$ cat config.mk
export PLATFORM = sky130hd
export DESIGN_NAME = vga_sync_gen_flat
export DESIGN_NICKNAME = d
export VERILOG_FILES = /design/src/rtl/vga_timing_pkg.sv /design/src/rtl/vga_sync_gen_if.sv /design/src/rtl/pixel_tick_div.sv /design/src/rtl/vga_sync_gen.sv /design/src/flat_wrapper.sv
export SDC_FILE = /design/constraint.sdc
export NUM_CORES = 1
export LEC_CHECK = 0
export BUFFER_PORTS_ARGS = -buffer_cell sky130_fd_sc_hd__buf_2
export CAP_MARGIN = 20
export CORE_ASPECT_RATIO = 0.5
export CORE_UTILIZATION = 40
export CTS_CLUSTER_DIAMETER = 100
export DETAILED_ROUTE_END_ITERATION = 10
export GPL_TIMING_DRIVEN = 1
export PLACE_DENSITY = 0.58
export SETUP_SLACK_MARGIN = 0.3
export SLEW_MARGIN = 5
export SYNTH_ARGS = -nofsm -noshare
export SYNTH_HDL_FRONTEND = slang
export SYNTH_SLANG_ARGS = --single-unit
$ cat constraint.sdc
create_clock -name sys_clk -period 4 [get_ports sys_clk]
set_clock_uncertainty 0.05 [all_clocks]
set_input_delay 0.6 -clock sys_clk [delete_from_list [all_inputs] [get_ports sys_clk]]
set_output_delay 0.6 -clock sys_clk [all_outputs]
set_load 0.01 [all_outputs]
$ cat src/rtl/vga_timing_pkg.sv
// Shared 640x480@60 display timing constants and helpers.
// Used by vga_sync_gen and by pixel_gen and its map/character modules.
// Contents: default H/V timing values, total derivation, and sync-window
// bound functions that take the timing values as arguments, so
// parameterised users get the same arithmetic as the defaults.
package vga_timing_pkg;

    localparam int unsigned VGA_H_DISPLAY = 640;
    localparam int unsigned VGA_H_FRONT   = 16;
    localparam int unsigned VGA_H_SYNC    = 96;
    localparam int unsigned VGA_H_BACK    = 48;

    localparam int unsigned VGA_V_DISPLAY = 480;
    localparam int unsigned VGA_V_FRONT   = 10;
    localparam int unsigned VGA_V_SYNC    = 2;
    localparam int unsigned VGA_V_BACK    = 33;

    function automatic int unsigned timing_total(input int unsigned disp, input int unsigned front,
                                                 input int unsigned sync, input int unsigned back);
        return disp + front + sync + back;
    endfunction

    function automatic int unsigned sync_first(input int unsigned disp, input int unsigned front);
        return disp + front;
    endfunction

    function automatic int unsigned sync_last(input int unsigned disp, input int unsigned front,
                                              input int unsigned sync);
        return disp + front + sync - 1;
    endfunction

    function automatic logic in_window(input int unsigned val, input int unsigned lo,
                                       input int unsigned hi);
        return (val >= lo) && (val <= hi);
    endfunction

    localparam int unsigned VGA_H_TOTAL =
        timing_total(VGA_H_DISPLAY, VGA_H_FRONT, VGA_H_SYNC, VGA_H_BACK);
    localparam int unsigned VGA_V_TOTAL =
        timing_total(VGA_V_DISPLAY, VGA_V_FRONT, VGA_V_SYNC, VGA_V_BACK);

endpackage

$ cat src/rtl/vga_sync_gen_if.sv
// Output bundle of the display timing generator.
// master: driven by vga_sync_gen. slave: consumed by pixel_gen / game logic.
// Signals: p_tick (pixel strobe), x/y (raster position), video_on,
// hsync/vsync, line_start/frame_start strobes, frame_cnt.
interface vga_sync_gen_if #(
    parameter int unsigned SCREEN_WIDTH    = 10,
    parameter int unsigned FRAME_CNT_WIDTH = 8
);
    logic                       p_tick;
    logic [SCREEN_WIDTH-1:0]    x;
    logic [SCREEN_WIDTH-1:0]    y;
    logic                       video_on;
    logic                       hsync;
    logic                       vsync;
    logic                       line_start;
    logic                       frame_start;
    logic [FRAME_CNT_WIDTH-1:0] frame_cnt;

    modport master (
        output p_tick, x, y, video_on, hsync, vsync, line_start, frame_start, frame_cnt
    );

    modport slave (
        input  p_tick, x, y, video_on, hsync, vsync, line_start, frame_start, frame_cnt
    );
endinterface

$ cat src/rtl/pixel_tick_div.sv
// Pixel-rate strobe generator: divides sys_clk by CLK_DIV.
// Ports: sys_clk, sys_rst_n (async, active-low), p_tick (one sys_clk wide,
// high when the divider count sits at CLK_DIV-1).
// With CLK_DIV=1 the count is fixed at 0 and p_tick is permanently high.
module pixel_tick_div #(
    parameter int unsigned CLK_DIV = 4
) (
    input  logic sys_clk,
    input  logic sys_rst_n,
    output logic p_tick
);
    localparam int unsigned DIV_W = (CLK_DIV > 1) ? $clog2(CLK_DIV) : 1;
    localparam logic [DIV_W-1:0] DIV_LAST = DIV_W'(CLK_DIV - 1);
    localparam logic [DIV_W-1:0] DIV_ONE  = DIV_W'(1);

    if (CLK_DIV < 1) begin : g_div_chk
        $error("pixel_tick_div: CLK_DIV must be at least 1");
    end

    logic [DIV_W-1:0] div_cnt;

    always_ff @(posedge sys_clk or negedge sys_rst_n) begin
        if (!sys_rst_n) begin
            div_cnt <= '0;
        end else if (div_cnt == DIV_LAST) begin
            div_cnt <= '0;
        end else begin
            div_cnt <= div_cnt + DIV_ONE;
        end
    end

    assign p_tick = (div_cnt == DIV_LAST);

endmodule

$ cat src/rtl/vga_sync_gen.sv
// Display timing generator for the VGA port and pixel_gen.
// Ports: sys_clk, sys_rst_n (async, active-low), vga (vga_sync_gen_if.master):
// p_tick, x, y, video_on, hsync, vsync, line_start, frame_start, frame_cnt.
// Counters reset to the last pixel of the frame so that the first pixel
// tick after reset produces a clean frame_start and lands on (0,0).
module vga_sync_gen
    import vga_timing_pkg::*;
#(
    parameter int unsigned SCREEN_WIDTH    = 10,
    parameter int unsigned CLK_DIV         = 4,
    parameter int unsigned H_DISPLAY       = VGA_H_DISPLAY,
    parameter int unsigned H_FRONT         = VGA_H_FRONT,
    parameter int unsigned H_SYNC          = VGA_H_SYNC,
    parameter int unsigned H_BACK          = VGA_H_BACK,
    parameter int unsigned V_DISPLAY       = VGA_V_DISPLAY,
    parameter int unsigned V_FRONT         = VGA_V_FRONT,
    parameter int unsigned V_SYNC          = VGA_V_SYNC,
    parameter int unsigned V_BACK          = VGA_V_BACK,
    parameter bit          SYNC_ACTIVE     = 1'b0,
    parameter int unsigned FRAME_CNT_WIDTH = 8
) (
    input  logic           sys_clk,
    input  logic           sys_rst_n,
    vga_sync_gen_if.master vga
);
    localparam int unsigned H_TOTAL  = timing_total(H_DISPLAY, H_FRONT, H_SYNC, H_BACK);
    localparam int unsigned V_TOTAL  = timing_total(V_DISPLAY, V_FRONT, V_SYNC, V_BACK);
    localparam int unsigned HS_FIRST = sync_first(H_DISPLAY, H_FRONT);
    localparam int unsigned HS_LAST  = sync_last(H_DISPLAY, H_FRONT, H_SYNC);
    localparam int unsigned VS_FIRST = sync_first(V_DISPLAY, V_FRONT);
    localparam int unsigned VS_LAST  = sync_last(V_DISPLAY, V_FRONT, V_SYNC);

    localparam logic [SCREEN_WIDTH-1:0]    H_LAST    = SCREEN_WIDTH'(H_TOTAL - 1);
    localparam logic [SCREEN_WIDTH-1:0]    V_LAST    = SCREEN_WIDTH'(V_TOTAL - 1);
    localparam logic [SCREEN_WIDTH-1:0]    CNT_ONE   = SCREEN_WIDTH'(1);
    localparam logic [FRAME_CNT_WIDTH-1:0] FRAME_ONE = FRAME_CNT_WIDTH'(1);

    if (H_TOTAL > (1 << SCREEN_WIDTH)) begin : g_h_chk
        $error("vga_sync_gen: horizontal total does not fit in SCREEN_WIDTH");
    end
    if (V_TOTAL > (1 << SCREEN_WIDTH)) begin : g_v_chk
        $error("vga_sync_gen: vertical total does not fit in SCREEN_WIDTH");
    end

    logic                       p_tick;
    logic [SCREEN_WIDTH-1:0]    h;
    logic [SCREEN_WIDTH-1:0]    v;
    logic [SCREEN_WIDTH-1:0]    h_next;
    logic [SCREEN_WIDTH-1:0]    v_next;
    logic                       h_last;
    logic                       v_last;
    logic                       line_start;
    logic                       frame_start;
    logic                       hsync_q;
    logic                       vsync_q;
    logic                       video_on_q;
    logic                       frame_seen;
    logic [FRAME_CNT_WIDTH-1:0] frame_cnt_q;

    pixel_tick_div #(
        .CLK_DIV (CLK_DIV)
    ) u_pixel_tick_div (
        .sys_clk   (sys_clk),
        .sys_rst_n (sys_rst_n),
        .p_tick    (p_tick)
    );

    always_comb begin
        h_last = (h == H_LAST);
        v_last = (v == V_LAST);
        h_next = h_last ? '0 : h + CNT_ONE;
        v_next = v;
        if (h_last) begin
            v_next = v_last ? '0 : v + CNT_ONE;
        end
    end

    assign line_start  = p_tick & h_last;
    assign frame_start = line_start & v_last;

    // Sync and blanking are decoded from the next-state counters so they
    // update on the same edge as x/y and never lag by a pixel.
    always_ff @(posedge sys_clk or negedge sys_rst_n) begin
        if (!sys_rst_n) begin
            h          <= H_LAST;
            v          <= V_LAST;
            hsync_q    <= ~SYNC_ACTIVE;
            vsync_q    <= ~SYNC_ACTIVE;
            video_on_q <= 1'b0;
        end else if (p_tick) begin
            h          <= h_next;
            v          <= v_next;
            hsync_q    <= in_window(32'(h_next), HS_FIRST, HS_LAST) ? SYNC_ACTIVE : ~SYNC_ACTIVE;
            vsync_q    <= in_window(32'(v_next), VS_FIRST, VS_LAST) ? SYNC_ACTIVE : ~SYNC_ACTIVE;
            video_on_q <= (32'(h_next) < H_DISPLAY) && (32'(v_next) < V_DISPLAY);
        end
    end

    // The frame_start that leaves reset closes no real frame, so it only
    // arms the counter.
    always_ff @(posedge sys_clk or negedge sys_rst_n) begin
        if (!sys_rst_n) begin
            frame_seen  <= 1'b0;
            frame_cnt_q <= '0;
        end else if (frame_start) begin
            frame_seen <= 1'b1;
            if (frame_seen) begin
                frame_cnt_q <= frame_cnt_q + FRAME_ONE;
            end
        end
    end

    assign vga.p_tick      = p_tick;
    assign vga.x           = h;
    assign vga.y           = v;
    assign vga.video_on    = video_on_q;
    assign vga.hsync       = hsync_q;
    assign vga.vsync       = vsync_q;
    assign vga.line_start  = line_start;
    assign vga.frame_start = frame_start;
    assign vga.frame_cnt   = frame_cnt_q;

endmodule

$ cat src/flat_wrapper.sv
// flat-port wrapper written by rule: the top's interface ports become plain ports
module vga_sync_gen_flat import vga_timing_pkg::*;
#(
    parameter int unsigned SCREEN_WIDTH    = 10,
    parameter int unsigned CLK_DIV         = 4,
    parameter int unsigned H_DISPLAY       = VGA_H_DISPLAY,
    parameter int unsigned H_FRONT         = VGA_H_FRONT,
    parameter int unsigned H_SYNC          = VGA_H_SYNC,
    parameter int unsigned H_BACK          = VGA_H_BACK,
    parameter int unsigned V_DISPLAY       = VGA_V_DISPLAY,
    parameter int unsigned V_FRONT         = VGA_V_FRONT,
    parameter int unsigned V_SYNC          = VGA_V_SYNC,
    parameter int unsigned V_BACK          = VGA_V_BACK,
    parameter bit          SYNC_ACTIVE     = 1'b0,
    parameter int unsigned FRAME_CNT_WIDTH = 8
)
  (sys_clk, sys_rst_n, vga_p_tick, vga_x, vga_y, vga_video_on, vga_hsync, vga_vsync, vga_line_start, vga_frame_start, vga_frame_cnt);
  vga_sync_gen_if #(.SCREEN_WIDTH(SCREEN_WIDTH), .FRAME_CNT_WIDTH(FRAME_CNT_WIDTH)) vga_i ();
  input  logic sys_clk;
  input  logic sys_rst_n;
  output wire logic [$bits(vga_i.p_tick)-1:0] vga_p_tick;
  output wire logic [$bits(vga_i.x)-1:0] vga_x;
  output wire logic [$bits(vga_i.y)-1:0] vga_y;
  output wire logic [$bits(vga_i.video_on)-1:0] vga_video_on;
  output wire logic [$bits(vga_i.hsync)-1:0] vga_hsync;
  output wire logic [$bits(vga_i.vsync)-1:0] vga_vsync;
  output wire logic [$bits(vga_i.line_start)-1:0] vga_line_start;
  output wire logic [$bits(vga_i.frame_start)-1:0] vga_frame_start;
  output wire logic [$bits(vga_i.frame_cnt)-1:0] vga_frame_cnt;
  assign vga_p_tick = vga_i.p_tick;
  assign vga_x = vga_i.x;
  assign vga_y = vga_i.y;
  assign vga_video_on = vga_i.video_on;
  assign vga_hsync = vga_i.hsync;
  assign vga_vsync = vga_i.vsync;
  assign vga_line_start = vga_i.line_start;
  assign vga_frame_start = vga_i.frame_start;
  assign vga_frame_cnt = vga_i.frame_cnt;
  vga_sync_gen #(.SCREEN_WIDTH(SCREEN_WIDTH), .CLK_DIV(CLK_DIV), .H_DISPLAY(H_DISPLAY), .H_FRONT(H_FRONT), .H_SYNC(H_SYNC), .H_BACK(H_BACK), .V_DISPLAY(V_DISPLAY), .V_FRONT(V_FRONT), .V_SYNC(V_SYNC), .V_BACK(V_BACK), .SYNC_ACTIVE(SYNC_ACTIVE), .FRAME_CNT_WIDTH(FRAME_CNT_WIDTH)) u_core (.sys_clk(sys_clk), .sys_rst_n(sys_rst_n), .vga(vga_i));
endmodule
==> impl_metrics.csv, run 1 <==
group,metric,value,unit
run_status,status,"completed",
setup_path,crit_type,"register to output port",
yosys,syn_nets,215,
cts,post_cts_buffers,0,
layout,area_growth,17.9,%
layout,stdcell_count,309,
setup_path,start_kind,"register",
floorplanning,ios,36,
sta,rsz0062_at_grt,"false",
routing,drtIter0Drc,77,
routing,avgViaCountPerCell,5.27,
floorplanning,die_x,100,um
place,port_buffers,35,
power_and_ir_drop,clkPwrFrac,48.3,%
sta,slew_headroom,49.8,%
place,post-place-ws,1.04,ns
cts,cts_resized,0,
cts,cts_made_buffers,5,
floorplanning,num_rows,17,
power_and_ir_drop,seqPwrFrac,50.7,%
floorplanning,start_util,42.8,%
sta,hold_viol_final,0,
cts,clock_latency,0.30,ns
yosys,synth_seq_cells,34,
power_and_ir_drop,powerDensity,298,mW/mm^2
floorplanning,die_h,51.1,um
sta,fmaxAchievable,318,MHz
setup_path,critPathBufInv,1,
setup_path,critPathMaxFanout,12,
place,placedCellCount,301,
global_route,overflow,0,
cts,cts.sinks,34,
setup_path,startpoint,"u_core.vga.x[1]$_DFFE_PN1P_",
global_route,antenna_found_initial,0,
routing,wl_per_cell,13.8,um
sta,setup_ws,0.851,ns
global_route,grt_start_max_net_pins,35,
worst_hold_path,hp-class,"primary input to async pin",
power_and_ir_drop,intPower,0.530,mW
setup_path,arrival,2.50,ns
floorplanning,core_area,0.00451,sq mm
routing,wl,4270,um
setup_path,crit_required,3.35,ns
layout,antenna_cells,0,
layout,drive_above_1_share,28.0,%
yosys,synth_top_flop_cell,"dfrtp_1",
power_and_ir_drop,irDropWorstVdd,0.000134,V
cts,max-clock-path-buffers,2,
power_and_ir_drop,switching_power,0.148,mW
setup_path,timing.rr.start,"u_core.vga.x[1]$_DFFE_PN1P_",
place,place_congestion,0.868,
yosys,synthesis.area,0.00193,sq mm
power_and_ir_drop,combPwrFrac,1.0,%
cts,clkSlewWorstSetupHoldPaths,0.08,ns
layout,layout.nets,250,
routing,vias,1628,
yosys,synth_cells,207,
setup_path,slowest_stage,"dfstp_2",
routing,first_pass_iters,4,
routing,ant_nets,0,
global_route,grt_pass1_vias,1447,
layout,stdcell_area,0.00228,sq mm
routing,drc,0,
cts,cts_hold_buffers,0,
power_and_ir_drop,p_total,0.678,mW
sta,worst_pin_slew,0.753,ns
sta,min_period_over_period,78.7,%
floorplanning,die_area,0.00513,sq mm
yosys,async_flop_share,100,%
cts,cts_root_buf,"clkbuf_8",
sta,finalSetupViolations,0,
setup_path,crit_chain,"ha_1, nand4_1, nor3_4, nand2_1, nor2_1, buf_2",
global_route,grt_pass1_wl,7140,um
power_and_ir_drop,switching_share,21.9,%
sta,slew_viol_final,0,
yosys,yosysWarningCount,0,
sta,hold_ws,0.319,ns
setup_path,cpPeakStageDelay,0.57,ns
global_route,grt_usage,18.6,%
yosys,synth-edff-count,0,
setup_path,path_delay_family,"simple AND/OR/NAND/NOR gates",
job,cap_viol_max_count,0,
layout,final_util,50.5,%
yosys,netlist-cell-type-count,43,
power_and_ir_drop,p_leak,1.04,nW
sta,setup_tns,0,ns
yosys,avgSynthCellArea,9.33,sq um
yosys,synth_seq_area_share,44.8,%
place,hpwl,3070,um
setup_path,end_kind,"output port",
cts,htreeDepth,2,
cts,cts_tree,"built",
sta,period_needed,3.15,ns
place,dpl_cell_area,0.00216,sq mm
==> sequential cells by signal (all words and copies together), names as in the netlist <==
name,count
u_core.vga.x,10
u_core.vga.y,10
u_core.vga.frame_cnt,8
u_core.u_pixel_tick_div.div_cnt,2
u_core.frame_seen,1
u_core.vga.hsync,1
u_core.vga.video_on,1
u_core.vga.vsync,1
==> cell type report <==
class,count,area (sq um)
clock buffers,5,68.8
clock inverters,3,45.0
fillers,444,2230
inverters,9,33.8
multi-input cells,156,997
flip-flops and latches,34,866
well taps,66,82.6
repair buffers,36,183
==> layout by cell type, fill, tap and decap left out, types with 3 or more instances in the layout <==
cell | synthesis | layout
o31ai_1 | 3 | 3
or2_2 | 3 | 3
clkbuf_8 | 0 | 5
nor2_1 | 15 | 15
xnor2_1 | 10 | 10
and2_1 | 3 | 3
inv_1 | 8 | 8
buf_2 | 3 | 35
nor3_1 | 5 | 5
nor4_1 | 3 | 3
ha_1 | 6 | 6
o21ai_0 | 16 | 16
and3_1 | 4 | 4
dfstp_2 | 12 | 12
dfrtp_1 | 22 | 22
nand3_1 | 10 | 10
o41ai_1 | 3 | 3
or3_1 | 4 | 4
a31oi_1 | 3 | 3
nand2_1 | 24 | 24
xor2_1 | 7 | 7
a21oi_1 | 8 | 8
nand4_1 | 7 | 7
==> synth_stat cells, types with 4 or more instances <==
cell type / count / area [sq um]
dfrtp_1: 22 / 551
o21ai_0: 16 / 80.1
xor2_1: 7 / 61.3
nand4_1: 7 / 43.8
nand3_1: 10 / 50.1
nand2_1: 24 / 90.1
or3_1: 4 / 25.0
inv_1: 8 / 30.0
and3_1: 4 / 25.0
nor2_1: 15 / 56.3
xnor2_1: 10 / 87.6
ha_1: 6 / 75.1
a21oi_1: 8 / 40.0
dfstp_2: 12 / 315
nor3_1: 5 / 25.0
clkbuf_1: 5 / 18.8
==> power groups by stage <==
stage / Clock (mW) / Sequential, mW / Combinational (mW)
floorplan: 0 / 0.350 / 0.000000409
global placement: 0 / 0.350 / 0.00729
detailed placement: 0 / 0.350 / 0.00754
CTS: 0.334 / 0.344 / 0.00752
global route: 0.353 / 0.344 / 0.00846
finish: 0.327 / 0.344 / 0.00677
==> cells by family after synthesis <==
logic type               Yosys count  synth area share, %
multiplexers                       4                 2.20
flip-flops                        34                 44.8
adder cells (fa/ha/maj)            7                 4.41
AND/OR/NAND/NOR                   89                 25.0
buffers and inverters             17                 3.50
AO/OA/AOI/OAI                     39                 12.3
XOR/XNOR                          17                 7.71
==> worst reg2reg max path, stage by stage (launching register included) <==
cell and delay [ns]:
dfstp_2 0.57, ha_1 0.21, nand4_1 0.33, nor3_4 0.43
nand2_1 0.31, inv_2 0.18, and3_1 0.31, nand3_1 0.16
nor4_2 0.19, xor2_1 0.16
==> final timing paths <==
| path | endpoint | slack, ns | cells after the start |
|---|---|---|---|
| min | u_core.vga.y[0]$_DFFE_PN0P_ | 0.32 | 1 |
| min in group sys_clk | u_core.u_pixel_tick_div.div_cnt[0]$_DFF_PN0_ | 0.38 | 1 |
| max in group asynchronous | u_core.frame_seen$_DFFE_PN0P_ | 3.10 | 1 |
| min reg2reg | u_core.u_pixel_tick_div.div_cnt[0]$_DFF_PN0_ | 0.38 | 1 |
| max | vga_frame_start | 0.85 | 6 |
| max reg2reg | u_core.vga.frame_cnt[7]$_DFFE_PN0P_ | 1.03 | 9 |
==> metal layers <==
| layer | routed length (um) | vias to the layer above | share of wire, % | global-route usage (%) |
|---|---|---|---|---|
| li1 | - | 811 | - | - |
| met1 | 2230 | 777 | 52 | 25.7 |
| met2 | 1800 | 32 | 42 | 27.7 |
| met3 | 163 | 8 | 3.8 | 4.65 |
| met4 | 74 | 0 | 1.7 | 7.97 |
| met5 | 0 | - | 0 | 0 |
Power figures use the tool's default switching activity.
==> inputs of run 2 (changes only) <==
--- a/config.mk
+++ b/config.mk
@@ -5,6 +5,7 @@
 export SDC_FILE = /design/constraint.sdc
 export NUM_CORES = 1
 export LEC_CHECK = 0
+export ABC_AREA = 1
 export BUFFER_PORTS_ARGS = -buffer_cell sky130_fd_sc_hd__buf_2
 export CAP_MARGIN = 20
 export CORE_ASPECT_RATIO = 0.5
@@ -12,7 +13,7 @@
 export CTS_CLUSTER_DIAMETER = 100
 export DETAILED_ROUTE_END_ITERATION = 10
 export GPL_TIMING_DRIVEN = 1
-export PLACE_DENSITY = 0.58
+export PLACE_DENSITY = 0.59
 export SETUP_SLACK_MARGIN = 0.3
 export SLEW_MARGIN = 5
 export SYNTH_ARGS = -nofsm -noshare
==> constraint.sdc (replaced) <==
create_clock -name sys_clk -period 2.6 [get_ports sys_clk]
set_clock_uncertainty 0.05 [all_clocks]
set_input_delay 0.39 -clock sys_clk [delete_from_list [all_inputs] [get_ports sys_clk]]
set_output_delay 0.39 -clock sys_clk [all_outputs]
set_load 0.01 [all_outputs]
==> run 2 against run 1 <==
Effect of this change: wire length up 9.5%; final area increased by 7.6%; global-route usage rose by 0.25 points; via count increased by 15%; register-to-register slack lost 0.44 ns.
==> impl_metrics.csv, run 2 <==
group,metric,value,unit
global_route,grt_pass1_wl,8070,um
worst_hold_path,hp-class,"primary input to async pin",
floorplanning,num_rows,18,
sta,slew_viol_final,0,
routing,drc,0,
routing,drtIter0Drc,92,
sta,worst_pin_slew,0.759,ns
yosys,netlist-cell-type-count,31,
floorplanning,die_h,53.0,um
global_route,grt_start_max_net_pins,35,
yosys,yosysTopAreaCell,"dfrtp_1",
sta,hold_viol_final,0,
yosys,synthesis.area,0.00208,sq mm
yosys,synth_common_cells,"73 x nand2_1, 29 x nor2_1, 27 x inv_1",
sta,period_needed,2.19,ns
layout,multi_input_area,0.00110,sq mm
yosys,yosysWarningCount,0,
setup_path,startpoint,"u_core.vga.x[1]$_DFFE_PN1P_",
yosys,synth_seq_cells,34,
sta,min_period_over_period,84.1,%
setup_path,crit_chain,"ha_2, nand3_2, nor2_4, nand2_4, nor2_4, buf_2",
setup_path,critPathMaxFanout,8,
layout,drive_above_1_share,26.5,%
place,place_congestion,0.889,
job,cap_viol_max_count,0,
setup_path,start_kind,"register",
yosys,synth_cells,269,
setup_path,arrival,1.75,ns
floorplanning,die_area,0.00552,sq mm
layout,area_growth,17.5,%
setup_path,path_delay_family,"flip-flops",
setup_path,crit_type,"register to output port",
cts,clock_latency,0.28,ns
sta,rsz0062_at_grt,"false",
cts,cts_tree,"built",
routing,avgViaCountPerCell,4.92,
floorplanning,start_util,41.9,%
yosys,synth_seq_area_share,41.5,%
yosys,avgSynthCellArea,7.75,sq um
layout,stdcell_area,0.00245,sq mm
layout,antenna_cells,0,
place,port_buffers,35,
routing,ant_nets,0,
sta,slew_headroom,49.4,%
layout,layout.nets,318,
global_route,overflow,0,
routing,wl,4680,um
routing,wl_per_cell,12.3,um
yosys,yosysMostFrequentCell,"nand2_1",
yosys,synth-edff-count,0,
global_route,grt_usage,18.8,%
cts,clkSlewWorstSetupHoldPaths,0.07,ns
yosys,synth_top_flop_cell,"dfrtp_1",
setup_path,crit_required,2.16,ns
setup_path,cp_common_cell,"nor2_4",
cts,htreeDepth,2,
setup_path,slowest_stage,"dfstp_2",
cts,cts_hold_buffers,0,
cts,cts_root_buf,"clkbuf_8",
yosys,synth_area_leaders,"dfrtp_1 26%, dfstp_2 15%, nand2_1 13%, o21ai_0 6.0%, nor2_1 5.2%",
setup_path,timing.rr.start,"u_core.vga.x[1]$_DFFE_PN1P_",
cts,cts.sinks,34,
sta,setup_tns,0,ns
setup_path,critPathBufInv,1,
setup_path,end_kind,"output port",
place,hpwl,3460,um
run_status,status,"completed",
place,dpl_cell_area,0.00233,sq mm
floorplanning,die_x,104,um
routing,first_pass_iters,4,
layout,final_util,49.2,%
layout,nFillCells,502,
power_and_ir_drop,irDropWorstVdd,0.000261,V
floorplanning,ios,36,
sta,finalSetupViolations,0,
routing,vias,1869,
power_and_ir_drop,powerDensity,374,mW/mm^2
layout,layout_commonest_cell,"nand2_1",
cts,cts_made_buffers,5,
layout,regArea,866,sq um
yosys,syn_nets,277,
yosys,async_flop_share,100,%
global_route,grt_pass1_vias,1750,
layout,final_cell_mix,"73 x nand2_1, 35 x buf_2, 28 x nor2_1",
floorplanning,core_area,0.00498,sq mm
yosys,yosys.area.top_type_share,26.4,%
cts,max-clock-path-buffers,2,
global_route,antenna_found_initial,0,
power_and_ir_drop,p_leak,1.25,nW
setup_path,cpPeakStageDelay,0.58,ns
sta,fmaxAchievable,457,MHz
sta,hold_ws,0.121,ns
## run 2: cell count changes after synthesis, sizes merged, moves of 3 or more
| cell | before | now |
|---|---|---|
| and3 | 4 | 0 |
| and2 | 3 | 0 |
| o21ai | 16 | 26 |
| or3 | 5 | 0 |
| inv | 9 | 28 |
| nor2 | 15 | 37 |
| nor4 | 4 | 0 |
| xnor2 | 10 | 6 |
| o31ai | 3 | 0 |
| o41ai | 3 | 0 |
| nand2 | 24 | 78 |
| nand3 | 10 | 21 |
| a21oi | 8 | 3 |
## run 2: routing by layer
| metal | vias to the layer above | global-route usage [%] | routed length (um) |
|---|---|---|---|
| li1 | 941 | - | - |
| met1 | 879 | 24.0 | 2250 |
| met2 | 43 | 33.2 | 2110 |
| met3 | 6 | 4.68 | 285 |
| met4 | 0 | 3.33 | 31 |
| met5 | - | 0 | 0 |
## run 2: worst paths after layout
path / to / cells after the start / slack [ns]
min: u_core.vga.y[7]$_DFFE_PN0P_ / 1 / 0.12
min reg2reg: u_core.u_pixel_tick_div.div_cnt[0]$_DFF_PN0_ / 1 / 0.38
max: vga_line_start / 6 / 0.41
max reg2reg: u_core.vga.vsync$_DFFE_PN1P_ / 13 / 0.59
max in group asynchronous: u_core.vga.y[1]$_DFFE_PN0P_ / 1 / 1.89
min in group sys_clk: u_core.u_pixel_tick_div.div_cnt[0]$_DFF_PN0_ / 1 / 0.38
## run 2: layout make-up
class,instances,area share (%)
clock inverter,2,0.409
clock buffer,5,2.81
inverter,29,4.45
tap,70,3.58
sequential,34,35.4
multi-input combinational,201,45.0
timing repair buffer,39,8.38
## run 2: cell families (layout without fill, tap and decap cells)
kind of cell,after synthesis,count (layout),synth area share (%)
AO/OA/AOI/OAI,31,31,7.80
XOR/XNOR,11,11,4.62
adder cells (fa/ha/maj),6,6,3.60
buffers and inverters,34,75,6.54
flip-flops,34,34,41.5
multiplexers,2,2,1.44
AND/OR/NAND/NOR,151,151,34.5
## run 2: timing repair
action | 4_1_cts | 5_1_grt
endpoints found under the hold margin | 0 | 0
gates resized for setup | 2 | 3
pin swaps | 2 | 1
setup buffers | 2 | 0
endpoints found under the setup margin | 2 | 2
## run 2: report_power, final
group          switching [mW]  internal [mW]
Combinational         0.00995       0.000541
Clock                   0.197          0.180
Sequential                  0          0.530
Total                   0.207          0.710
## run 2: per-stage QoR
stage | power (mW) | setup slack [ns] | cells
after detailed placement | 0.551 | 0.491 | 371
after global placement | 0.550 | 0.518 | 371
after global routing | 0.952 | 0.298 | 380
after floorplan | 0.539 | 0.687 | 269
final | 0.917 | 0.414 | 380
after CTS | 0.930 | 0.307 | 380
==> inputs of run 3 (changes only) <==
--- a/config.mk
+++ b/config.mk
@@ -13,7 +13,7 @@
 export CTS_CLUSTER_DIAMETER = 100
 export DETAILED_ROUTE_END_ITERATION = 10
 export GPL_TIMING_DRIVEN = 1
-export PLACE_DENSITY = 0.59
+export PLACE_DENSITY = 0.57
 export SETUP_SLACK_MARGIN = 0.3
 export SLEW_MARGIN = 5
 export SYNTH_ARGS = -nofsm -noshare
==> constraint.sdc (replaced) <==
create_clock -name sys_clk -period 2.3 [get_ports sys_clk]
set_clock_uncertainty 0.05 [all_clocks]
set_input_delay 0.345 -clock sys_clk [delete_from_list [all_inputs] [get_ports sys_clk]]
set_output_delay 0.345 -clock sys_clk [all_outputs]
set_load 0.01 [all_outputs]
==> run 3 against run 2 <==
Effect of this change: critical path type unchanged; critical endpoint is now vga_frame_start; largest power group unchanged; count of clock-buffer cells in the layout increased by 1; largest cell class unchanged; sequential power rose by 13%; register-to-register slack lost 0.20 ns; final cell count increased by 4.7%; combinational power grew 14%.
==> impl_metrics.csv, run 3 (synthesis results as in run 2) <==
group,metric,value,unit
run_status,status,"completed",
floorplanning,num_rows,18,
sta,hold_viol_final,0,
routing,wl_per_cell,13.2,um
setup_path,critPathMaxFanout,3,
setup_path,arrival,1.62,ns
power_and_ir_drop,irDropWorstVdd,0.000202,V
sta,slew_viol_final,0,
sta,period_needed,2.01,ns
global_route,overflow,0,
sta,setup_tns,0,ns
setup_path,end_kind,"output port",
layout,final_cell_mix,"72 x nand2_1, 33 x buf_2, 26 x nor2_1",
routing,wl,5270,um
layout,layout.nets,335,
global_route,grt_usage,20.5,%
global_route,grt_start_max_net_pins,35,
power_and_ir_drop,powerDensity,405,mW/mm^2
routing,drc,0,
floorplanning,start_util,41.9,%
setup_path,path_delay_family,"flip-flops",
routing,vias,1963,
sta,worst_pin_slew,0.771,ns
sta,slew_headroom,48.6,%
layout,drive_above_1_share,33.8,%
floorplanning,die_x,104,um
job,cap_viol_max_count,0,
layout,final_util,53.7,%
cts,htreeDepth,2,
sta,fmaxAchievable,497,MHz
layout,area_growth,28.2,%
global_route,antenna_found_initial,0,
cts,cts_made_buffers,5,
cts,clkSlewWorstSetupHoldPaths,0.08,ns
setup_path,crit_type,"register to output port",
cts,cts_root_buf,"clkbuf_8",
sta,finalSetupViolations,0,
setup_path,reg2reg_slack,0.39,ns
power_and_ir_drop,p_leak,1.31,nW
place,port_buffers,35,
floorplanning,die_area,0.00552,sq mm
routing,ant_nets,0,
place,place_congestion,0.867,
worst_hold_path,hp-class,"primary input to async pin",
floorplanning,die_h,53.0,um
layout,layout_commonest_cell,"nand2_1",
global_route,grt_pass1_wl,8490,um
setup_path,rr_worst_depth,10,
place,hpwl,3680,um
setup_path,timing.rr.start,"u_core.vga.x[0]$_DFFE_PN1P_",
cts,cts.sinks,34,
setup_path,slowest_stage,"dfstp_2",
setup_path,crit_chain,"ha_4, nand4_4, nor2_4, nand2_4, nor2_8, buf_6",
routing,first_pass_iters,4,
layout,antenna_cells,0,
setup_path,crit_required,1.90,ns
setup_path,critPathBufInv,1,
sta,min_period_over_period,87.4,%
floorplanning,core_area,0.00498,sq mm
cts,cts_tree,"built",
setup_path,start_kind,"register",
global_route,grt_pass1_vias,1778,
routing,avgViaCountPerCell,4.93,
setup_path,r2r-end,"u_core.vga.frame_cnt[7]$_DFFE_PN0P_",
cts,clock_latency,0.29,ns
cts,max-clock-path-buffers,2,
sta,rsz0062_at_grt,"true",
setup_path,critical_path_depth,6,
floorplanning,ios,36,
routing,drtIter0Drc,132,
setup_path,cpPeakStageDelay,0.56,ns
[run 3: cell types whose count changed in the layout (fill, tap and decap cells not counted), moves of 2 or more]
cell        change
buf_4          +16
nor3_1          -2
buf_6           +3
inv_2           +2
nor3_2          +2
clkinvlp_4      +2
buf_2           -2
inv_1           -2
nand3_1         -2
nor2_1          -2
[run 3: worst register-to-register path, cell delays in order (launching register included)]
cell and delay, ns:
dfstp_2 0.56, ha_4 0.17, nand4_4 0.12, nor2_4 0.16, nand2_4 0.09, nor2_8 0.11, buf_4 0.13, nand2_4 0.08
nor2_4 0.12, nand3_2 0.07, xnor2_1 0.13
[run 3: stage by stage]
stage               hold WS (ns)  cell area (sq um)  total power [mW]  std cells  setup slack, ns
global placement           0.364               2340             0.622        372            0.251
finish                    0.0643               2670              1.08        398            0.290
detailed placement         0.370               2340             0.623        372            0.140
floorplan              -0.000591               2080             0.609        269            0.387
global route               0.130               2670              1.13        398            0.216
CTS                        0.105               2570              1.10        392            0.273
[run 3: cell type report]
cell class | instances | area, sq um
Timing Repair Buffer | 56 | 349
Sequential cell | 34 | 867
Inverter | 29 | 113
Multi-Input combinational cell | 201 | 1160
Clock inverter | 2 | 12.5
Fill cell | 470 | 2300
Clock buffer | 6 | 82.6
Tap cell | 70 | 87.6
[run 3: worst max-delay path by stage]
| stage | from | endpoint | slack (ns) |
|---|---|---|---|
| 5_1_grt | u_core.vga.x[0]$_DFFE_PN1P_ | vga_frame_start | 0.22 |
| 4_1_cts | u_core.vga.x[1]$_DFFE_PN1P_ | vga_line_start | 0.27 |
| 6_report | u_core.vga.x[0]$_DFFE_PN1P_ | vga_frame_start | 0.29 |
| 2_1_floorplan | u_core.vga.x[1]$_DFFE_PN1P_ | u_core.vga.frame_cnt[1]$_DFFE_PN0P_ | 0.39 |
| 3_5_place_dp | u_core.vga.x[1]$_DFFE_PN1P_ | u_core.vga.frame_cnt[7]$_DFFE_PN0P_ | 0.14 |
| 3_3_place_gp | u_core.vga.x[0]$_DFFE_PN1P_ | u_core.vga.frame_cnt[6]$_DFFE_PN0P_ | 0.25 |
[run 3: routing by layer]
layer / vias to the layer above / routed length [um] / part of all wire, % / GRT usage [%]
met2: 50 / 2520 / 48 / 35.1
li1: 982 / - / - / -
met4: 0 / 72 / 1.4 / 7.62
met3: 10 / 315 / 6.0 / 4.80
met5: - / 0 / 0 / 0
met1: 921 / 2370 / 45 / 25.9
[run 3: what timing repair did]
item,CTS,global route
endpoints found under the setup margin,12,6
pin swaps,4,8
setup buffers,12,6
hold endpoints to repair,0,0
hold buffers,0,0
resized for setup,8,16
[run 3: power breakdown]
group          internal (mW)  switching (mW)
clock network          0.241           0.231
logic               0.000612          0.0114
registers              0.599               0
